===== config.mk =====
export PLATFORM = sky130hd
export DESIGN_NAME = au_packetizer_flat
export DESIGN_NICKNAME = d
export VERILOG_FILES = /design/src/rtl/au_packetizer_if.sv /design/src/rtl/au_packetizer.sv /design/src/flat_wrapper.sv
export SDC_FILE = /design/constraint.sdc
export NUM_CORES = 1
export LEC_CHECK = 0
export CELL_PAD_IN_SITES_DETAIL_PLACEMENT = 1
export CELL_PAD_IN_SITES_GLOBAL_PLACEMENT = 1
export CORE_MARGIN = 2
export CORE_UTILIZATION = 41
export CTS_CLUSTER_DIAMETER = 120
export CTS_CLUSTER_SIZE = 16
export DETAILED_ROUTE_END_ITERATION = 10
export PLACE_DENSITY = 0.82
export SYNTH_ARGS = -nofsm -noshare
export SYNTH_HDL_FRONTEND = slang
export SYNTH_SLANG_ARGS = --single-unit

===== constraint.sdc =====
create_clock -name clk_i -period 3.2 [get_ports clk_i]
set_input_delay 0.64 -clock clk_i [delete_from_list [all_inputs] [get_ports clk_i]]
set_output_delay 0.64 -clock clk_i [all_outputs]
set_load 0.03 [all_outputs]

===== src/rtl/au_packetizer_if.sv =====
// -----------------------------------------------------------------------------
// au_packetizer_if
// Groups the signals exchanged between the audio packetizer and its neighbours:
// the PCM sample strobe from the decimation filters, the Ethernet transmitter
// handshake, the BRAM write port and the drop counter.
//   slave  : the packetizer side (consumes samples, drives BRAM and eth_start)
//   master : the environment side (filters, transmitter, BRAM)
// Signals:
//   stb_pcm        one-cycle strobe, pcm_l/pcm_r valid
//   pcm_l, pcm_r   signed 16-bit left/right samples
//   eth_busy       transmitter busy
//   eth_start      one-cycle frame start strobe
//   eth_bank       half-buffer the transmitter must read
//   bram_wr_en     BRAM write enable
//   bram_wr_addr   {bank, 7-bit offset}
//   bram_wr_data   write byte
//   drop_cnt       dropped samples plus dropped frames, saturating
// -----------------------------------------------------------------------------
interface au_packetizer_if;
   logic        stb_pcm;
   logic [15:0] pcm_l;
   logic [15:0] pcm_r;
   logic        eth_busy;
   logic        eth_start;
   logic        eth_bank;
   logic        bram_wr_en;
   logic [7:0]  bram_wr_addr;
   logic [7:0]  bram_wr_data;
   logic [7:0]  drop_cnt;

   modport slave (
      input  stb_pcm, pcm_l, pcm_r, eth_busy,
      output eth_start, eth_bank, bram_wr_en, bram_wr_addr, bram_wr_data, drop_cnt
   );

   modport master (
      output stb_pcm, pcm_l, pcm_r, eth_busy,
      input  eth_start, eth_bank, bram_wr_en, bram_wr_addr, bram_wr_data, drop_cnt
   );
endinterface


===== src/rtl/au_packetizer.sv =====
// -----------------------------------------------------------------------------
// au_packetizer
// Double-buffered audio packetizer. Stereo PCM samples are written into one
// 128-byte half of a 256-byte BRAM while the Ethernet transmitter reads the
// other half. Each half starts with a 14-byte Ethernet header (written once
// after reset), a 2-byte big-endian sequence number, then 4 bytes per sample
// (L lo, L hi, R lo, R hi). A completed half is handed over with a one-cycle
// eth_start and eth_bank naming the half to read.
// Ports:
//   clk_i  system clock
//   rst_i  synchronous active-high reset
//   bus    au_packetizer_if.slave (samples, transmitter handshake, BRAM port,
//          drop counter)
// Build option:
//   AU_PACKETIZER_SEQ_EN  when defined, bytes 14-15 carry a frame sequence
//                         counter; otherwise they are written as 8'h00.
// -----------------------------------------------------------------------------
module au_packetizer #(
   parameter int unsigned SAMPLES_PER_FRAME = 28,
   parameter logic [47:0] DST_MAC           = 48'hFFFF_FFFF_FFFF,
   parameter logic [47:0] SRC_MAC           = 48'h0200_0000_0001,
   parameter logic [15:0] ETHERTYPE         = 16'h88B5
) (
   input  logic             clk_i,
   input  logic             rst_i,
   au_packetizer_if.slave   bus
);

   typedef enum logic [2:0] {
      ST_INIT   = 3'd0,
      ST_IDLE   = 3'd1,
      ST_SAMP   = 3'd2,
      ST_SEQ    = 3'd3,
      ST_COMMIT = 3'd4
   } state_t;

   localparam logic [111:0] HDR      = {DST_MAC, SRC_MAC, ETHERTYPE};
   localparam logic [4:0]   LAST_IDX = 5'(SAMPLES_PER_FRAME - 1);

   // Header byte idx (0..13), MSB-first through the header constant.
   function automatic logic [7:0] hdr_byte(input logic [3:0] idx);
      logic [111:0] s;
      s = HDR >> {4'd13 - idx, 3'b000};
      return s[7:0];
   endfunction

   // Byte k of a {R,L} sample word, giving L lo, L hi, R lo, R hi order.
   function automatic logic [7:0] samp_byte(input logic [31:0] w, input logic [1:0] k);
      logic [31:0] s;
      s = w >> {k, 3'b000};
      return s[7:0];
   endfunction

   // Saturating add of up to two single-event increments.
   function automatic logic [7:0] sat_add(input logic [7:0] cnt, input logic a, input logic b);
      logic [8:0] s;
      s = {1'b0, cnt} + {8'h00, a} + {8'h00, b};
      return s[8] ? 8'hFF : s[7:0];
   endfunction

   state_t      state_q;
   logic [3:0]  init_off_q;
   logic        init_bank_q;
   logic [1:0]  byte_q;        // next byte to emit in SAMP/SEQ; 0 in SAMP = done
   logic [4:0]  sample_cnt_q;
   logic        fill_bank_q;
   logic        pending_q;
   logic [31:0] cap_q;         // capture register, {R, L}
   logic [31:0] work_q;        // sample being written; frees cap_q for the next strobe
   logic        eth_start_q;
   logic        eth_bank_q;
   logic        wr_en_q;
   logic [7:0]  wr_addr_q;
   logic [7:0]  wr_data_q;
   logic [7:0]  drop_q;

   logic [15:0] seq_s;
   logic [6:0]  samp_base_s;
   logic        stb_take_s;
   logic        stb_drop_s;
   logic        seq_last_s;
   logic        commit_ok_s;
   logic        frame_drop_s;

   assign samp_base_s = 7'd16 + {sample_cnt_q, 2'b00};

   // Strobe acceptance and commit decision.
   always_comb begin
      stb_take_s   = 1'b0;
      stb_drop_s   = 1'b0;
      if (bus.stb_pcm) begin
         if ((state_q == ST_INIT) || pending_q) begin
            stb_drop_s = 1'b1;
         end else begin
            stb_take_s = 1'b1;
         end
      end else begin
         stb_take_s = 1'b0;
      end
      // The decision is taken in the last SEQ cycle so eth_start is a
      // registered output that is high during the COMMIT cycle itself.
      seq_last_s   = (state_q == ST_SEQ) && (byte_q == 2'd2);
      commit_ok_s  = seq_last_s && !bus.eth_busy && !eth_start_q;
      frame_drop_s = seq_last_s && !commit_ok_s;
   end

   // Main FSM with registered BRAM/transmitter outputs; outputs for a write
   // cycle are loaded on the edge that enters that cycle.
   always_ff @(posedge clk_i) begin
      if (rst_i) begin
         state_q      <= ST_INIT;
         init_off_q   <= 4'd0;
         init_bank_q  <= 1'b0;
         byte_q       <= 2'd0;
         sample_cnt_q <= 5'd0;
         fill_bank_q  <= 1'b0;
         pending_q    <= 1'b0;
         cap_q        <= 32'h0000_0000;
         work_q       <= 32'h0000_0000;
         eth_start_q  <= 1'b0;
         eth_bank_q   <= 1'b0;
         wr_en_q      <= 1'b0;
         wr_addr_q    <= 8'h00;
         wr_data_q    <= 8'h00;
         drop_q       <= 8'h00;
      end else begin
         wr_en_q     <= 1'b0;
         eth_start_q <= 1'b0;
         drop_q      <= sat_add(drop_q, stb_drop_s, frame_drop_s);

         if (stb_take_s) begin
            pending_q <= 1'b1;
            cap_q     <= {bus.pcm_r, bus.pcm_l};
         end else if (state_q == ST_IDLE) begin
            pending_q <= 1'b0;
         end else begin
            pending_q <= pending_q;
         end

         case (state_q)
            ST_INIT: begin
               if (init_bank_q && (init_off_q == 4'd14)) begin
                  state_q <= ST_IDLE;
               end else begin
                  wr_en_q   <= 1'b1;
                  wr_addr_q <= {init_bank_q, 3'b000, init_off_q};
                  wr_data_q <= hdr_byte(init_off_q);
                  if (!init_bank_q && (init_off_q == 4'd13)) begin
                     init_bank_q <= 1'b1;
                     init_off_q  <= 4'd0;
                  end else begin
                     init_off_q  <= init_off_q + 4'd1;
                  end
               end
            end
            ST_IDLE: begin
               if (pending_q) begin
                  work_q    <= cap_q;
                  wr_en_q   <= 1'b1;
                  wr_addr_q <= {fill_bank_q, samp_base_s};
                  wr_data_q <= cap_q[7:0];
                  byte_q    <= 2'd1;
                  state_q   <= ST_SAMP;
               end else begin
                  state_q   <= ST_IDLE;
               end
            end
            ST_SAMP: begin
               if (byte_q != 2'd0) begin
                  wr_en_q   <= 1'b1;
                  wr_addr_q <= {fill_bank_q, samp_base_s + {5'b00000, byte_q}};
                  wr_data_q <= samp_byte(work_q, byte_q);
                  byte_q    <= byte_q + 2'd1;
               end else if (sample_cnt_q == LAST_IDX) begin
                  sample_cnt_q <= sample_cnt_q + 5'd1;
                  wr_en_q      <= 1'b1;
                  wr_addr_q    <= {fill_bank_q, 7'd14};
                  wr_data_q    <= seq_s[15:8];
                  byte_q       <= 2'd1;
                  state_q      <= ST_SEQ;
               end else begin
                  sample_cnt_q <= sample_cnt_q + 5'd1;
                  state_q      <= ST_IDLE;
               end
            end
            ST_SEQ: begin
               if (!seq_last_s) begin
                  wr_en_q   <= 1'b1;
                  wr_addr_q <= {fill_bank_q, 7'd15};
                  wr_data_q <= seq_s[7:0];
                  byte_q    <= 2'd2;
               end else begin
                  if (commit_ok_s) begin
                     eth_start_q <= 1'b1;
                     eth_bank_q  <= fill_bank_q;
                     fill_bank_q <= ~fill_bank_q;
                  end else begin
                     // Transmitter not ready: this bank is simply refilled.
                     fill_bank_q <= fill_bank_q;
                  end
                  state_q <= ST_COMMIT;
               end
            end
            ST_COMMIT: begin
               sample_cnt_q <= 5'd0;
               state_q      <= ST_IDLE;
            end
            default: begin
               state_q     <= ST_INIT;
               init_off_q  <= 4'd0;
               init_bank_q <= 1'b0;
            end
         endcase
      end
   end

`ifdef AU_PACKETIZER_SEQ_EN
   logic [15:0] seq_q;

   // Frame sequence counter: advances once per COMMIT, sent or dropped.
   always_ff @(posedge clk_i) begin
      if (rst_i) begin
         seq_q <= 16'h0000;
      end else if (state_q == ST_COMMIT) begin
         seq_q <= seq_q + 16'h0001;
      end else begin
         seq_q <= seq_q;
      end
   end

   assign seq_s = seq_q;
`else
   assign seq_s = 16'h0000;
`endif

   assign bus.eth_start    = eth_start_q;
   assign bus.eth_bank     = eth_bank_q;
   assign bus.bram_wr_en   = wr_en_q;
   assign bus.bram_wr_addr = wr_addr_q;
   assign bus.bram_wr_data = wr_data_q;
   assign bus.drop_cnt     = drop_q;

endmodule

===== src/flat_wrapper.sv =====
// flat-port wrapper written by rule: the top's interface ports become plain ports
module au_packetizer_flat 
#(
   parameter int unsigned SAMPLES_PER_FRAME = 28,
   parameter logic [47:0] DST_MAC           = 48'hFFFF_FFFF_FFFF,
   parameter logic [47:0] SRC_MAC           = 48'h0200_0000_0001,
   parameter logic [15:0] ETHERTYPE         = 16'h88B5
)
  (clk_i, rst_i, bus_stb_pcm, bus_pcm_l, bus_pcm_r, bus_eth_busy, bus_eth_start, bus_eth_bank, bus_bram_wr_en, bus_bram_wr_addr, bus_bram_wr_data, bus_drop_cnt);
  au_packetizer_if bus_i ();
  input  logic clk_i;
  input  logic rst_i;
  input wire logic [$bits(bus_i.stb_pcm)-1:0] bus_stb_pcm;
  input wire logic [$bits(bus_i.pcm_l)-1:0] bus_pcm_l;
  input wire logic [$bits(bus_i.pcm_r)-1:0] bus_pcm_r;
  input wire logic [$bits(bus_i.eth_busy)-1:0] bus_eth_busy;
  output wire logic [$bits(bus_i.eth_start)-1:0] bus_eth_start;
  output wire logic [$bits(bus_i.eth_bank)-1:0] bus_eth_bank;
  output wire logic [$bits(bus_i.bram_wr_en)-1:0] bus_bram_wr_en;
  output wire logic [$bits(bus_i.bram_wr_addr)-1:0] bus_bram_wr_addr;
  output wire logic [$bits(bus_i.bram_wr_data)-1:0] bus_bram_wr_data;
  output wire logic [$bits(bus_i.drop_cnt)-1:0] bus_drop_cnt;
  assign bus_i.stb_pcm = bus_stb_pcm;
  assign bus_i.pcm_l = bus_pcm_l;
  assign bus_i.pcm_r = bus_pcm_r;
  assign bus_i.eth_busy = bus_eth_busy;
  assign bus_eth_start = bus_i.eth_start;
  assign bus_eth_bank = bus_i.eth_bank;
  assign bus_bram_wr_en = bus_i.bram_wr_en;
  assign bus_bram_wr_addr = bus_i.bram_wr_addr;
  assign bus_bram_wr_data = bus_i.bram_wr_data;
  assign bus_drop_cnt = bus_i.drop_cnt;
  au_packetizer #(.SAMPLES_PER_FRAME(SAMPLES_PER_FRAME), .DST_MAC(DST_MAC), .SRC_MAC(SRC_MAC), .ETHERTYPE(ETHERTYPE)) u_core (.clk_i(clk_i), .rst_i(rst_i), .bus(bus_i));
endmodule

Word-level counts from Yosys, hierarchy flattened
Cells that the tools add are included.
Word-level totals
  register bits after elaboration: 108
  input bits: 36
  output and inout port bits: 27
  logic and storage cells: 117
Operators by class
  add/sub/neg operators: 8
  eq/ne operators: 16
  shift-type cells: 2
  mux-type cells: 45
  bitwise logic cells: 4
  reduce and logical (&&, ||, !) cells: 27
Operator list (count)
  $shr 112x7->8 const A: 1
  $mux 8: 11
  $pmux 8 s4: 2
  $shr 32x5->8: 1
  $pmux 3 s5: 1
  $mux 1: 14
  $mux 2: 6
  $ne 2x2->1 const B: 5
  $pmux 5 s2: 1
  $add 8x1->9: 1
  $add 9x1->9: 1
  $mux 3: 3
  $reduce_and 3->1: 3
  $eq 4x4->1 const B: 2
  $mux 4: 2
  $pmux 4 s2: 1
  $add 5x7->7 const A: 1
  $add 7x2->7: 1
  $eq 3x2->1 const B: 2
  $logic_and 1x1->1: 6
  $pmux 2 s3: 1
  $reduce_and 2->1: 3
  $reduce_bool 2->1: 3
  $add 5x1->5 const B: 1
  other kinds (22): 29

Depth between registers and ports, before layout
  depth after elaboration: 8
  gate-level depth with buffers: 12
  mapped depth without buffers: 11

Worst setup path before layout
No wires, ideal clock.
  path kind: register to register
  start point: register u_core.byte_q[0]
  end point: register u_core.drop_q[3] (netlist: u_core.bus.drop_cnt[3])
  setup time: 0.065 ns
  arrival: 2.441 ns
  setup slack: 0.694 ns
  cell stages (with the launch flop): 13
  buffers on the path: 1
  period minus slack after synthesis: 2.506 ns
  cells stage by stage: dfxtp_1 -> buf_2 -> inv_1 -> ha_1 -> nand2_1 -> nor2_1 -> o21ai_0 -> fa_1 -> and4b_1 -> and3_1 -> nand3_1 -> o21a_1 -> nor2_1
On the way
  word-level cells in the longest chain between the ends: 8
Ends and longest elaborated chain
  start, declared: RTL line au_packetizer.sv:64  | logic [1:0] byte_q;
  start signal, assigned: RTL line au_packetizer.sv:173  | byte_q <= byte_q + 2'd1;
  $eq 2x2->1 (*): RTL line au_packetizer.sv:102  | seq_last_s = (state_q == ST_SEQ) && (byte_q == 2'd2);
  $logic_and 1x1->1 (*): RTL line au_packetizer.sv:102
  $logic_and 1x1->1 (2 in a row): RTL line au_packetizer.sv:103  | commit_ok_s = seq_last_s && !bus.eth_busy && !eth_start_q;
  $logic_not 1->1: RTL line au_packetizer.sv:104  | frame_drop_s = seq_last_s && !commit_ok_s;
  $logic_and 1x1->1 (*): RTL line au_packetizer.sv:104
  $add 9x1->9 (*): RTL line au_packetizer.sv:57  | s = {1'b0, cnt} + {8'h00, a} + {8'h00, b};
  $mux 8 (*): RTL line au_packetizer.sv:58  | return s[8] ? 8'hFF : s[7:0];
  end signal, assigned: RTL line au_packetizer.sv:129  | drop_q <= sat_add(drop_q, stb_drop_s, frame_drop_s);
  end, declared: RTL line au_packetizer.sv:75  | logic [7:0] drop_q;
Every way passes the cells marked *; elsewhere a longest branch is shown, timed or not.
A chain may end at the register's enable or synchronous reset.

Worst setup path in the final report
  start point: register u_core.state_q[1]
  end point: register u_core.drop_q[3] (netlist: u_core.bus.drop_cnt[3])
On the way
  word-level cells in the longest chain between the ends: 8
  elaborated cells on any way between the ends: 13
  those cells by class: 2 x add/sub; 1 x eq/ne; 3 x mux; 7 x reduce/logical
Ends and longest elaborated chain
  start, declared: RTL line au_packetizer.sv:61  | state_t state_q;
  start signal, assigned: RTL line au_packetizer.sv:111  | state_q <= ST_INIT;
  start signal, assigned: RTL line au_packetizer.sv:143  | state_q <= ST_IDLE;
  start signal, assigned: RTL line au_packetizer.sv:163  | state_q <= ST_SAMP;
  branches (longest 6 deep; another with $add 8x1->9)
  $add 9x1->9 (*): RTL line au_packetizer.sv:57
  $mux 8 (*): RTL line au_packetizer.sv:58
Every way passes the cells marked *.

==> results.md <==
- Run status: complete, no violations
- CTS HTree Levels: 3
- Cell types with the largest area share after synthesis: sky130_fd_sc_hd__dfxtp_1, sky130_fd_sc_hd__nand2_1, sky130_fd_sc_hd__a21oi_1
- Drt wl/cell: 16.1 microns
- Area of the multi-input gates: ~2300 sq um
- Post-synthesis area per instance: 8.44 sq um
- Placed wire-length estimate after detailed placement: 8530 microns
- DIE HEIGHT: ~110 microns
- Post-CTS sizing: 0
- Transition time at the pin with the least slew margin: 1000 ps
- Synthesis-stage register bit count: 108
- Post-CTS Setup Inserts: 0
- Synth Warn #: 0
- Final setup viols: 0
- Total Neg Setup Slack: 0 ps
- Effective utilization at floorplan: 0.417
- Most common cell in the netlist: sky130_fd_sc_hd__nand2_1
- Gr ovfl total: 0
- Largest driver fanout on the critical path: 12
- Number of violations of the max-capacitance limit: 0
- Largest net degree at the start of global routing: 48
- Std-Cell Rows: 39
- Combined area of all synthesized cells: 4720 sq um
- Distinct cell type count of the synthesized netlist: 53
- Detailed-router iteration count before antenna repair: 4
- Final setup skew: 7.09 ps
- # nets final: 655
- Number of global-route vias before repair: 4276
- Die extent in x: between 100 and 150 microns
- Dominant cell type by count on the critical path: sky130_fd_sc_hd__nor2_1
- Die footprint: ~12000 sq um
- Global Route Usage Sum: 0.206
- Largest stage delay on the critical path: between 600 and 700 ps
- Vias per std cell: about 5.3
- Cell-by-cell trace of the critical path: nand2_1 -> nor2_1 -> o21ai_0 -> fa_1 -> and4b_1 -> and3_1 -> nand3_1 -> o21a_1 -> nor2_1
- Number of standard cells in the layout, taps in and fillers out: roughly 750
- I/O Buffers: between 60 and 70
- Number of instances in the synthesized netlist: 559
- Initial antenna violation count: 0
- Element type at the critical path end: flop
- Worst-case clock buffer depth: 2
- Layout cells sized above 1: 0.0820
- Final Max Tran Viols: 0
- Clock tree root buffer cell: sky130_fd_sc_hd__clkbuf_16
- Final critical-path setup slack: 473 ps
- Critical Setup Path Class: flop to flop
- Antenna diode instance count: 0
- Overall power of the completed layout: 3.57 mW
- Setup Slack @ Placement: between 300 and 400 ps
- Placeable Area: between 10000 and 15000 sq um
- Total via count in the routed design: 3997
- Syn_nets: a little over 600
- Portion of the post-synthesis area used by sequential elements: 0.458
- Req. time, crit path: between 3000 and 4000 ps
- Top FF cell, synth: sky130_fd_sc_hd__dfxtp_1
- Bufs and invs on worst path: 0
- First DRT Iteration DRCs: around 190
- Crit path arrival time: 3010 ps
- Number of filler instances in the final layout: roughly 1400
- Peak supply drop: 313 uV
- Period utilisation layout: 0.852
- GP Congestion: roughly 0.8
- Number of buffers created by CTS: 9
- Global-route wire length before repair: 20700 microns
- IO Pins: 63
- Power Density: 622 nW/um^2
- Critical Path Start Type: flop
- Fraction of registers with async set/reset: 0
- Final core occ: 0.508
- Commonest cells in the synthesized netlist: sky130_fd_sc_hd__nand2_1, sky130_fd_sc_hd__dfxtp_1, sky130_fd_sc_hd__a21oi_1
- Count of flip-flops with a built-in enable after synthesis: 0
- FMAX: about 370 MHz
- Number of sinks driven by the clock tree: 108
- Post-synth top area cell: sky130_fd_sc_hd__dfxtp_1
- Sequential cell area: 2160 sq um
- Unrepaired setup endpoints after global routing: false
- Worst-path cell with the longest stage delay: sky130_fd_sc_hd__dfxtp_1
- Hold Crit Class: flop to flop
- Family with the most delay on the worst path: simple AND/OR/NAND/NOR gates
- Total wirelength of the detailed-routed design: 12100 microns
- Placed instance count: 737
- Reg clk slew, reported paths: 70 ps
- Number of hold violations in the final report: 0
- LEAKAGE: 2.01 nW
- Number of remaining DRC errors: 0
- Minimum clock period: 2730 ps
- Area share of the largest cell type after synthesis: 0.458
- CTS tree: built
- Number of buffers inserted for hold repair after clock tree synthesis: 0
- Number of nets with antenna violations after detailed routing: 0
- Layout overhead on the synthesized area: 21.9%
- Later-pin clock latency in the skew report: 360 ps
- Headroom to the max-slew limit: 0.330
[registers in the layout (all words and copies together) (netlist names), 2 cells and up]
signal / count
u_core.bus.bram_wr_addr: 8
u_core.bus.bram_wr_data: 8
u_core.bus.drop_cnt: 8
u_core.byte_q: 2
u_core.cap_q: 32
u_core.init_off_q: 4
u_core.sample_cnt_q: 5
u_core.state_q: 3
u_core.work_q: 32
[worst paths after layout]
check | from | end | slack, ps | cells past startpoint
hold reg to reg | u_core.work_q[0]$_SDFFE_PP0P_ | u_core.work_q[0]$_SDFFE_PP0P_ | 460 | 2
hold / removal | u_core.work_q[0]$_SDFFE_PP0P_ | u_core.work_q[0]$_SDFFE_PP0P_ | 460 | 2
setup reg to reg | u_core.state_q[1]$_SDFFE_PP0P_ | u_core.bus.drop_cnt[3]$_SDFF_PP0_ | 470 | 9
setup / recovery | u_core.state_q[1]$_SDFFE_PP0P_ | u_core.bus.drop_cnt[3]$_SDFF_PP0_ | 470 | 9
[per-stage QoR]
stage | hold slack, ps | area, sq um
floorplan | 432 | 4720
global placement | 440 | 5410
global route | 482 | 5750
CTS | 460 | 5750
detailed placement | 448 | 5410
finish | 458 | 5750
[layout make-up]
type	count	share of cell area
repair buffers	75	0.126
clock inverters	6	0.0194
flip-flops and latches	108	0.376
clock buffers	10	0.0398
well taps	143	0.0311
inverters	8	0.00566
multi-input cells	403	0.402
[power by group]
part	internal, mW	switching, mW
Clock	0.767	0.504
Combinational	0.326	0.447
Sequential	1.44	0.0866
[metal layers]
metal,track usage,up-vias,wire length [microns],part of all wire
li1,-,1979,-,-
met1,0.254,1933,5410,0.45
met2,0.359,66,6070,0.50
met3,0.0426,19,409,0.034
met4,0.0724,0,238,0.020
met5,0,-,0,0
[worst register-to-register path: stages, from the launching register on]
cell and delay, ps:
sky130_fd_sc_hd__dfxtp_1 610, sky130_fd_sc_hd__nand2_1 190, sky130_fd_sc_hd__nor2_1 150, sky130_fd_sc_hd__o21ai_0 130, sky130_fd_sc_hd__fa_1 470, sky130_fd_sc_hd__and4b_1 370
sky130_fd_sc_hd__and3_1 260, sky130_fd_sc_hd__nand3_1 230, sky130_fd_sc_hd__o21a_1 170, sky130_fd_sc_hd__nor2_1 70
[logic make-up (layout without fill, tap and decap cells)]
group / after synthesis / in the layout / synth area share
AOI/OAI and AO/OA: 127 / 127 / 0.158
xor gates and xnor gates: 13 / 13 / 0.0241
adders and majority gates: 14 / 14 / 0.0387
buffers and inverters: 48 / 99 / 0.0522
DFF: 108 / 108 / 0.458
muxes: 13 / 13 / 0.0491
and+or+nand+nor: 236 / 236 / 0.220
[cell usage in the layout (no fill, tap or decap), drive strengths merged, types with 2 or more instances in the layout]
master	n
xor2	8
a211oi	4
a21o	2
a311oi	2
mux4	8
a221oi	7
inv	9
and3	2
nor3	9
nor2	38
clkdlybuf4s50	61
nor2b	3
or3	8
nand2	147
xnor2	5
and2	3
a21oi	90
a221o	2
dfxtp	108
ha	13
o221ai	2
nand3	6
or2	5
buf	14
nand3b	2
o211ai	2
a31oi	2
mux2i	4
nand2b	6
clkbuf	10
bufinv	3
o21ai	9
Note: power is estimated with default switching activity, not from simulation.
